### config.mk
export PLATFORM = sky130hd
export DESIGN_NAME = hazard_scoreboard_flat
export DESIGN_NICKNAME = d
export VERILOG_FILES = /design/src/rtl/hazard_scoreboard_if.sv /design/src/rtl/hazard_scoreboard.sv /design/src/flat_wrapper.sv
export SDC_FILE = /design/constraint.sdc
export NUM_CORES = 1
export LEC_CHECK = 0
export CAP_MARGIN = 20
export CORE_ASPECT_RATIO = 1.5
export CORE_MARGIN = 4
export CORE_UTILIZATION = 46
export DETAILED_ROUTE_END_ITERATION = 6
export PLACE_DENSITY = 0.65
export SLEW_MARGIN = 0
export SYNTH_ARGS = -nofsm -noshare
export SYNTH_HDL_FRONTEND = slang
export SYNTH_SLANG_ARGS = --single-unit
### constraint.sdc
create_clock -name clk -period 8.7 [get_ports clk]
set_input_delay 2.61 -clock clk [delete_from_list [all_inputs] [get_ports clk]]
set_output_delay 2.61 -clock clk [all_outputs]
set_load 0.05 [all_outputs]
### src/rtl/hazard_scoreboard_if.sv
// Issue/writeback/kill bundle between the ID-stage pipeline control and the hazard scoreboard.
// The pipeline drives the master side; the scoreboard is the slave.
interface hazard_scoreboard_if #(
    parameter int unsigned NUM_REGS = 32,
    parameter int unsigned REG_AW   = 5
);
    logic              issue_valid;
    logic [REG_AW-1:0] issue_rs1;
    logic [REG_AW-1:0] issue_rs2;
    logic              issue_use_rs1;
    logic              issue_use_rs2;
    logic              issue_regwrite;
    logic              issue_is_load;
    logic [REG_AW-1:0] issue_rd;
    logic              wb_valid;
    logic [REG_AW-1:0] wb_rd;
    logic              kill_valid;
    logic [REG_AW-1:0] kill_rd;
    logic                stall;
    logic [NUM_REGS-1:0] pending_mask;
    logic                sb_err;

    modport master (
        output issue_valid, issue_rs1, issue_rs2, issue_use_rs1, issue_use_rs2,
               issue_regwrite, issue_is_load, issue_rd,
               wb_valid, wb_rd, kill_valid, kill_rd,
        input  stall, pending_mask, sb_err
    );

    modport slave (
        input  issue_valid, issue_rs1, issue_rs2, issue_use_rs1, issue_use_rs2,
               issue_regwrite, issue_is_load, issue_rd,
               wb_valid, wb_rd, kill_valid, kill_rd,
        output stall, pending_mask, sb_err
    );
endinterface

### src/rtl/hazard_scoreboard.sv
// Per-register in-flight write counters with a combinational RAW/saturation stall.
// Optional macro SB_LOAD_ONLY_EN: track loads only (load-use interlock beside a forwarding unit).
module hazard_scoreboard #(
    parameter int unsigned NUM_REGS = 32,
    parameter int unsigned REG_AW   = 5,
    parameter int unsigned CNT_W    = 2
) (
    input  logic                clk,
    input  logic                reset,
    hazard_scoreboard_if.slave  sb
);
    localparam int unsigned SUM_W = CNT_W + 1;
    localparam logic [CNT_W-1:0] CNT_MAX = '1;

    logic [CNT_W-1:0]    cnt_q [NUM_REGS];
    logic [CNT_W-1:0]    cnt_d [NUM_REGS];
    logic [SUM_W-1:0]    rel   [NUM_REGS];
    logic [SUM_W-1:0]    sum   [NUM_REGS];
    logic [NUM_REGS-1:0] eff_pend;
    logic [NUM_REGS-1:0] pend_q, pend_d;
    logic                err_q, err_d;
    logic                tracked, rd_nz, sat, stall_c, inc;
    logic                unused_ok;

`ifdef SB_LOAD_ONLY_EN
    assign tracked   = sb.issue_is_load;
    assign unused_ok = &{1'b0, sb.issue_regwrite};
`else
    assign tracked   = sb.issue_regwrite;
    assign unused_ok = &{1'b0, sb.issue_is_load};
`endif

    // Releases from this cycle are folded into the hazard check (write-first register file).
    always_comb begin
        rd_nz    = (sb.issue_rd != '0);
        sat      = tracked && rd_nz && (cnt_q[sb.issue_rd] == CNT_MAX);
        eff_pend = '0;
        for (int r = 0; r < int'(NUM_REGS); r++) begin
            rel[r] = SUM_W'(sb.wb_valid   && (sb.wb_rd   == REG_AW'(r)) && (r != 0))
                   + SUM_W'(sb.kill_valid && (sb.kill_rd == REG_AW'(r)) && (r != 0));
            eff_pend[r] = (SUM_W'(cnt_q[r]) > rel[r]);
        end
        stall_c = sb.issue_valid && !reset &&
                  ((sb.issue_use_rs1 && eff_pend[sb.issue_rs1]) ||
                   (sb.issue_use_rs2 && eff_pend[sb.issue_rs2]) ||
                   sat);
        inc = sb.issue_valid && !stall_c && tracked && rd_nz;
    end

    // Next counts; a release that exceeds what is in flight clamps to zero and flags an error.
    always_comb begin
        err_d  = err_q;
        pend_d = '0;
        for (int r = 0; r < int'(NUM_REGS); r++) begin
            sum[r] = SUM_W'(cnt_q[r]) + SUM_W'(inc && (sb.issue_rd == REG_AW'(r)));
            if (sum[r] < rel[r]) begin
                cnt_d[r] = '0;
                err_d    = 1'b1;
            end else begin
                cnt_d[r] = CNT_W'(sum[r] - rel[r]);
            end
            pend_d[r] = (cnt_d[r] != '0);
        end
    end

    always_ff @(posedge clk) begin
        if (reset) begin
            cnt_q  <= '{default: '0};
            pend_q <= '0;
            err_q  <= 1'b0;
        end else begin
            cnt_q  <= cnt_d;
            pend_q <= pend_d;
            err_q  <= err_d;
        end
    end

    assign sb.stall        = stall_c;
    assign sb.pending_mask = pend_q;
    assign sb.sb_err       = err_q;
endmodule

### src/flat_wrapper.sv
// flat-port wrapper written by rule: the top's interface ports become plain ports
module hazard_scoreboard_flat 
#(
    parameter int unsigned NUM_REGS = 32,
    parameter int unsigned REG_AW   = 5,
    parameter int unsigned CNT_W    = 2
)
  (clk, reset, sb_issue_valid, sb_issue_rs1, sb_issue_rs2, sb_issue_use_rs1, sb_issue_use_rs2, sb_issue_regwrite, sb_issue_is_load, sb_issue_rd, sb_wb_valid, sb_wb_rd, sb_kill_valid, sb_kill_rd, sb_stall, sb_pending_mask, sb_sb_err);
  hazard_scoreboard_if #(.NUM_REGS(NUM_REGS), .REG_AW(REG_AW)) sb_i ();
  input  logic clk;
  input  logic reset;
  input wire logic [$bits(sb_i.issue_valid)-1:0] sb_issue_valid;
  input wire logic [$bits(sb_i.issue_rs1)-1:0] sb_issue_rs1;
  input wire logic [$bits(sb_i.issue_rs2)-1:0] sb_issue_rs2;
  input wire logic [$bits(sb_i.issue_use_rs1)-1:0] sb_issue_use_rs1;
  input wire logic [$bits(sb_i.issue_use_rs2)-1:0] sb_issue_use_rs2;
  input wire logic [$bits(sb_i.issue_regwrite)-1:0] sb_issue_regwrite;
  input wire logic [$bits(sb_i.issue_is_load)-1:0] sb_issue_is_load;
  input wire logic [$bits(sb_i.issue_rd)-1:0] sb_issue_rd;
  input wire logic [$bits(sb_i.wb_valid)-1:0] sb_wb_valid;
  input wire logic [$bits(sb_i.wb_rd)-1:0] sb_wb_rd;
  input wire logic [$bits(sb_i.kill_valid)-1:0] sb_kill_valid;
  input wire logic [$bits(sb_i.kill_rd)-1:0] sb_kill_rd;
  output wire logic [$bits(sb_i.stall)-1:0] sb_stall;
  output wire logic [$bits(sb_i.pending_mask)-1:0] sb_pending_mask;
  output wire logic [$bits(sb_i.sb_err)-1:0] sb_sb_err;
  assign sb_i.issue_valid = sb_issue_valid;
  assign sb_i.issue_rs1 = sb_issue_rs1;
  assign sb_i.issue_rs2 = sb_issue_rs2;
  assign sb_i.issue_use_rs1 = sb_issue_use_rs1;
  assign sb_i.issue_use_rs2 = sb_issue_use_rs2;
  assign sb_i.issue_regwrite = sb_issue_regwrite;
  assign sb_i.issue_is_load = sb_issue_is_load;
  assign sb_i.issue_rd = sb_issue_rd;
  assign sb_i.wb_valid = sb_wb_valid;
  assign sb_i.wb_rd = sb_wb_rd;
  assign sb_i.kill_valid = sb_kill_valid;
  assign sb_i.kill_rd = sb_kill_rd;
  assign sb_stall = sb_i.stall;
  assign sb_pending_mask = sb_i.pending_mask;
  assign sb_sb_err = sb_i.sb_err;
  hazard_scoreboard #(.NUM_REGS(NUM_REGS), .REG_AW(REG_AW), .CNT_W(CNT_W)) u_core (.clk(clk), .reset(reset), .sb(sb_i));
endmodule
After elaboration in Yosys (flattened, before gate mapping):

Cells that the tools add are included.

* output and inout port bits: 34
* register bits: 97
* bits of input ports: 34

* reduce and logical (&&, ||, !) cells: 142
* bitwise operators: 1
* order comparisons: 67
* $add $sub $neg: 94
* muxes and demuxes: 71
* equality and inequality tests: 94

Operators by type and width (number)
* equality test 5 bit, second input constant: 48
* equality test 5 x 4 -> 1 bit, second input constant: 24
* logical AND 1 bit: 103
* adder 2 x 1 -> 3 bit: 32
* > comparator 2 x 3 -> 1 bit: 31
* < comparator 3 x 2 -> 1 bit: 31
* two-way mux 2 bit: 34
* nonzero test 2 bit: 32
* adder 1 x 1 -> 2 bit: 31
* subtractor 2 bit: 31
* equality test 5 x 3 -> 1 bit, second input constant: 12
* two-way mux 1 bit: 34
* nonzero test 32 bit: 1
* equality test 5 x 2 -> 1 bit, second input constant: 6
* equality test 5 x 1 -> 1 bit, second input constant: 3
* < comparator 5 x 6 -> 1 bit, second input constant: 2
* binary-select mux 1 bit (select 5 bit): 2
* binary-select mux 2 bit (select 5 bit): 1
* >= comparator 6 bit, second input constant: 1
* NOT 5 -> 6 bit: 1
* logical NOT 5 bit: 1
* nonzero test 5 bit: 1
* < comparator 3 x 1 -> 1 bit, second input constant: 1
* equality test 2 bit, second input constant: 1
* 3 further kinds: 5

Longest topological paths before layout:

* depth after elaboration: 49
* depth in mapped cells: 23
* mapped depth without buffers: 22

Worst setup path after synthesis:

Ideal clock, no wire load.

* path kind: in2out
* start point: input sb_wb_rd[0]
* end point: output sb_stall
* slack: 0.586 ns
* required time: 6.090 ns
* data arrival time: 5.504 ns
* stages: 14
* path through: or2_2 > clkbuf_1 > nor2_1 > ha_1 > inv_1 > ha_1 > nor2b_1 > o21ai_0 > mux4_2 > o22ai_1 > and4bb_1 > a41oi_1 > buf_2 > and2_1

* word-level cells in the longest chain between the ends: 10
* elaborated cells between the ends (all ways): 133

Ends and longest elaborated chain
* start, declared: line flat_wrapper.sv:21 `input wire logic [$bits(sb_i.wb_rd)-1:0] sb_wb_rd;`
* equality test 5 x 1 -> 1 bit, or another cell as far along: line hazard_scoreboard.sv:39 `rel[r] = SUM_W'(sb.wb_valid && (sb.wb_rd == REG_AW'(r)) && (r != 0))`
* logical AND 1 bit: line hazard_scoreboard.sv:39
* adder 1 x 1 -> 2 bit: line hazard_scoreboard.sv:40 `+ SUM_W'(sb.kill_valid && (sb.kill_rd == REG_AW'(r)) && (r != 0));`
* > comparator 2 x 3 -> 1 bit: line hazard_scoreboard.sv:41 `eff_pend[r] = (SUM_W'(cnt_q[r]) > rel[r]);`
* binary-select mux 1 bit (select 5 bit), on equally long branches: line hazard_scoreboard.sv:44, hazard_scoreboard.sv:45
* two-way mux 1 bit, on equally long branches: line hazard_scoreboard.sv:44, hazard_scoreboard.sv:45
* logical AND 1 bit, on equally long branches: line hazard_scoreboard.sv:44, hazard_scoreboard.sv:45
* logical OR 1 bit *: line hazard_scoreboard.sv:44 `((sb.issue_use_rs1 && eff_pend[sb.issue_rs1]) ||`
* logical OR 1 bit *: line hazard_scoreboard.sv:45 `(sb.issue_use_rs2 && eff_pend[sb.issue_rs2]) ||`
* logical AND 1 bit *: line hazard_scoreboard.sv:43 `stall_c = sb.issue_valid && !reset &&`
* end, declared: line flat_wrapper.sv:24 `output wire logic [$bits(sb_i.stall)-1:0] sb_stall;`

Mark *: on every way between the ends. The rest lies on a longest branch, timed or not. The select of a mux whose other input is x is not followed.

Final worst setup path:

* start point: input sb_kill_rd[1]
* end point: output sb_stall

* word-level cells in the longest chain between the ends: 10
* elaborated cells between the ends (all ways): 133

Ends and longest elaborated chain
* start, declared: line flat_wrapper.sv:23 `input wire logic [$bits(sb_i.kill_rd)-1:0] sb_kill_rd;`
* equality test 5 x 1 -> 1 bit, or another cell as far along: line hazard_scoreboard.sv:40
* logical AND 1 bit: line hazard_scoreboard.sv:40
* adder 1 x 1 -> 2 bit: line hazard_scoreboard.sv:40
* > comparator 2 x 3 -> 1 bit: line hazard_scoreboard.sv:41
* binary-select mux 1 bit (select 5 bit), on equally long branches: line hazard_scoreboard.sv:44, hazard_scoreboard.sv:45
* two-way mux 1 bit, on equally long branches: line hazard_scoreboard.sv:44, hazard_scoreboard.sv:45
* logical AND 1 bit, on equally long branches: line hazard_scoreboard.sv:44, hazard_scoreboard.sv:45
* logical OR 1 bit *: line hazard_scoreboard.sv:44
* logical OR 1 bit *: line hazard_scoreboard.sv:45
* logical AND 1 bit *: line hazard_scoreboard.sv:43

Marked as above.

==> results.yml <==
outcome:
  outcome: "completed"
worst_setup_path:
  worstSetupEndpointType: "output port"
  cpMostUsedCell: "o211ai_1"
  cp_cell_sequence: "clkdlybuf4s50_1 -> nand4_1 -> buf_4 -> nor2_1 -> ha_1 -> ha_1 -> nand2_1 -> buf_4 -> o211ai_1 -> o211ai_1 -> a32o_1 -> o211ai_1 -> a41oi_4 -> and2_4 -> buf_12"
  crit_fanout: 5
  crit_type: "in2out"
  startpoint_type: "primary input"
  cp_data_arrival_time_ns: 5.98
  cp_slowest_cell: "clkdlybuf4s50_1"
  reg2reg_depth: 19
  critPathRequiredTime_ns: 6.09
  reg2reg_setup_slack_ns: 3.90
  slowest_delay_ns: 0.59
cells_and_area:
  layout_commonest_cell: "ha_1"
  postLayoutCoreUtil_pct: 56.7
  layout-drive-gt1-share_pct: 14.6
  area.sequential_sq_um: 1940
  fillerInstances: 1770
  antenna_cells: 0
  multi_input_area_sq_um: 6730
  area_growth_pct: 19.8
  final_cell_mix: "187 x ha_1, 114 x nor2_1, 99 x inv_1"
  nets: 1415
  final_cell_count_no_fill: 1423
cts:
  clk_path_buf_depth: 2
  cts_root_buf: "clkbuf_16"
  cts_max_level: 3
  clk_latency_ns: 0.37
  clk_pin_slew_worst_paths_ns: 0.06
  cts_tree: "built"
  hold_buffers: 0
  clock_sinks: 97
  cts_made_buffers: 9
detailed_routing:
  vias: 7971
  wl_per_cell_um: 19.2
  routed_wl_um: 27300
  final_antenna_net_count: 0
  viasPerCell: 5.60
  dr.pass1.iters: 5
  drc: 0
  drt_iter0_markers: 402
global_routing:
  grt_overflow: 0
  track_usage_pct: 25.7
  antenna_found_initial: 0
  grt_pass1_vias: 8228
  grt_pass1_wl_um: 43800
  grt_max_degree: 38
floorplanning:
  core_area_sq_um: 19300
  initial_utilization_pct: 47.3
  die_x_um: 123
  pin_count: 68
  fp-row-count: 62
  die_area_sq_um: 22200
  die_h_um: 181
timing:
  setup_violations: 0
  worst_pin_slew_ns: 0.649
  fin_crit_sh_pct: 98.8
  max_freq_mhz: 116
  finalHoldViolations: 0
  report.final.slew_viol_count: 0
  max-slew-margin-rel_pct: 56.6
  skew_ns: 0.0114
  min_period_ns: 8.59
logic_synthesis:
  synth_warnings: 0
  synth-edff-count: 0
  synth-main-ff-cell: "dfxtp_1"
  syn-cell-area_sq_um: 9140
  yosysSeqAreaShare_pct: 21.2
  syn_inst: 1042
  synth-seq-cells: 97
  avgSynthCellArea_sq_um: 8.77
  async_flop_share_pct: 0
  ys_types: 61
  syn-num-nets: 1294
place:
  routabilityCongestion: 0.967
  dp_cells: 1405
  io_buffers: 66
  hpwl_um: 22300
hold_path:
  holdCritPathClass: "reg2reg"
  holdPathStages: 2
power_and_ir_drop:
  ir_worst_vdd_mv: 0.0750
  p_leak_uw: 0.00507
  p_per_area_nw_per_um2: 98.2
  power_uw: 1080
run:
  max_cap_violations: 0
cell type report:
class,instances,share of cell area (%)
Clock buffer,12,2.43
Clock inverter,3,0.137
Inverter,99,3.39
Multi-Input combinational cell,810,61.5
Sequential cell,97,17.7
Tap cell,256,2.92
Timing Repair Buffer,146,11.9
critical path: cells and delay by family:
| kind | cells | cell delay (ns) |
|---|---|---|
| simple gates | 4 | 0.67 |
| buf+inv | 4 | 1.09 |
| fa+ha+maj | 2 | 0.55 |
| compound gates | 5 | 1.06 |
kinds of logic (layout without fill, tap and decap cells):
| logic type | after synthesis | in the layout | synth area share, % |
|---|---|---|---|
| xor gates and xnor gates | 32 | 32 | 3.07 |
| and+or+nand+nor | 415 | 415 | 23.5 |
| other | 1 | 1 | 0.0410 |
| muxes | 20 | 20 | 3.68 |
| buffers and inverters | 135 | 260 | 5.91 |
| AOI/OAI and AO/OA | 124 | 124 | 10.1 |
| adders and majority gates | 218 | 218 | 32.4 |
| DFF | 97 | 97 | 21.2 |
per-layer routing:
metal,up-vias,track usage [%],wire (um)
met5,-,0,0
li1,3873,-,-
met4,0,13.3,1590
met1,3794,31.1,11000
met2,226,42.9,13200
met3,78,4.68,1530
sequential cells by signal (all words and copies together), names as in the netlist:
| register | flops |
|---|---|
| u_core.sb.pending_mask | 32 |
| u_core.sb.sb_err | 1 |
| u_core.cnt_q | 64 |
synthesized netlist by cell type, drive strengths merged (2+ instances only):
cell	instances	area, sq um
mux4	10	233
o21ai	27	135
a22oi	4	30.0
o21a	2	15.0
nor2b	47	294
fa	31	621
or2	34	213
clkbuf	19	72.6
nand2b	8	50.1
buf	17	96.3
a2bb2oi	2	17.5
nor2	115	432
mux2	3	33.8
mux2i	7	70.1
nor3b	21	158
nand3	16	80.1
a21oi	19	95.1
nand3b	3	22.5
inv	99	372
o22ai	4	25.0
nor3	37	185
a211o	2	17.5
and3	35	219
xnor2	32	280
nand2	59	221
o2111ai	9	78.8
dfxtp	97	1940
nor4	20	125
nand4	13	87.6
o211ai	31	233
a31oi	2	12.5
a2111oi	12	180
ha	187	2340
through the flow:
step	hold slack [ns]	instance area (sq um)	TNS, ns	setup slack [ns]
2_1_floorplan	0.489	9140	0	0.586
3_3_place_gp	0.535	10600	0	0.0570
3_5_place_dp	0.552	10600	-0.00960	-0.00960
4_1_cts	0.606	10900	0	0.0267
5_1_grt	0.641	11000	-0.0382	-0.0382
6_report	0.606	11000	0	0.105
repair_timing:
| item | CTS | global route |
|---|---|---|
| resized for setup | 1 | 28 |
| pin swaps | 0 | 7 |
| buffers inserted | 0 | 3 |
| setup endpoints to repair | 1 | 1 |
path summary, 6_finish.rpt:
check / start / end
worst min-delay path: u_core.cnt_q[63]$_SDFF_PP0_ / u_core.cnt_q[63]$_SDFF_PP0_
worst max-delay path: sb_kill_rd[1] / sb_stall
worst min register to register: u_core.cnt_q[63]$_SDFF_PP0_ / u_core.cnt_q[63]$_SDFF_PP0_
worst max register to register: u_core.cnt_q[37]$_SDFF_PP0_ / u_core.sb.sb_err$_SDFFE_PP0P_
power breakdown:
group	leakage [uW]	internal, uW	switching, uW
sequential	0.000785	455	6.69
clock	0.000144	214	171
combinational	0.00414	89.0	140
(Power assumes the default switching activity.)
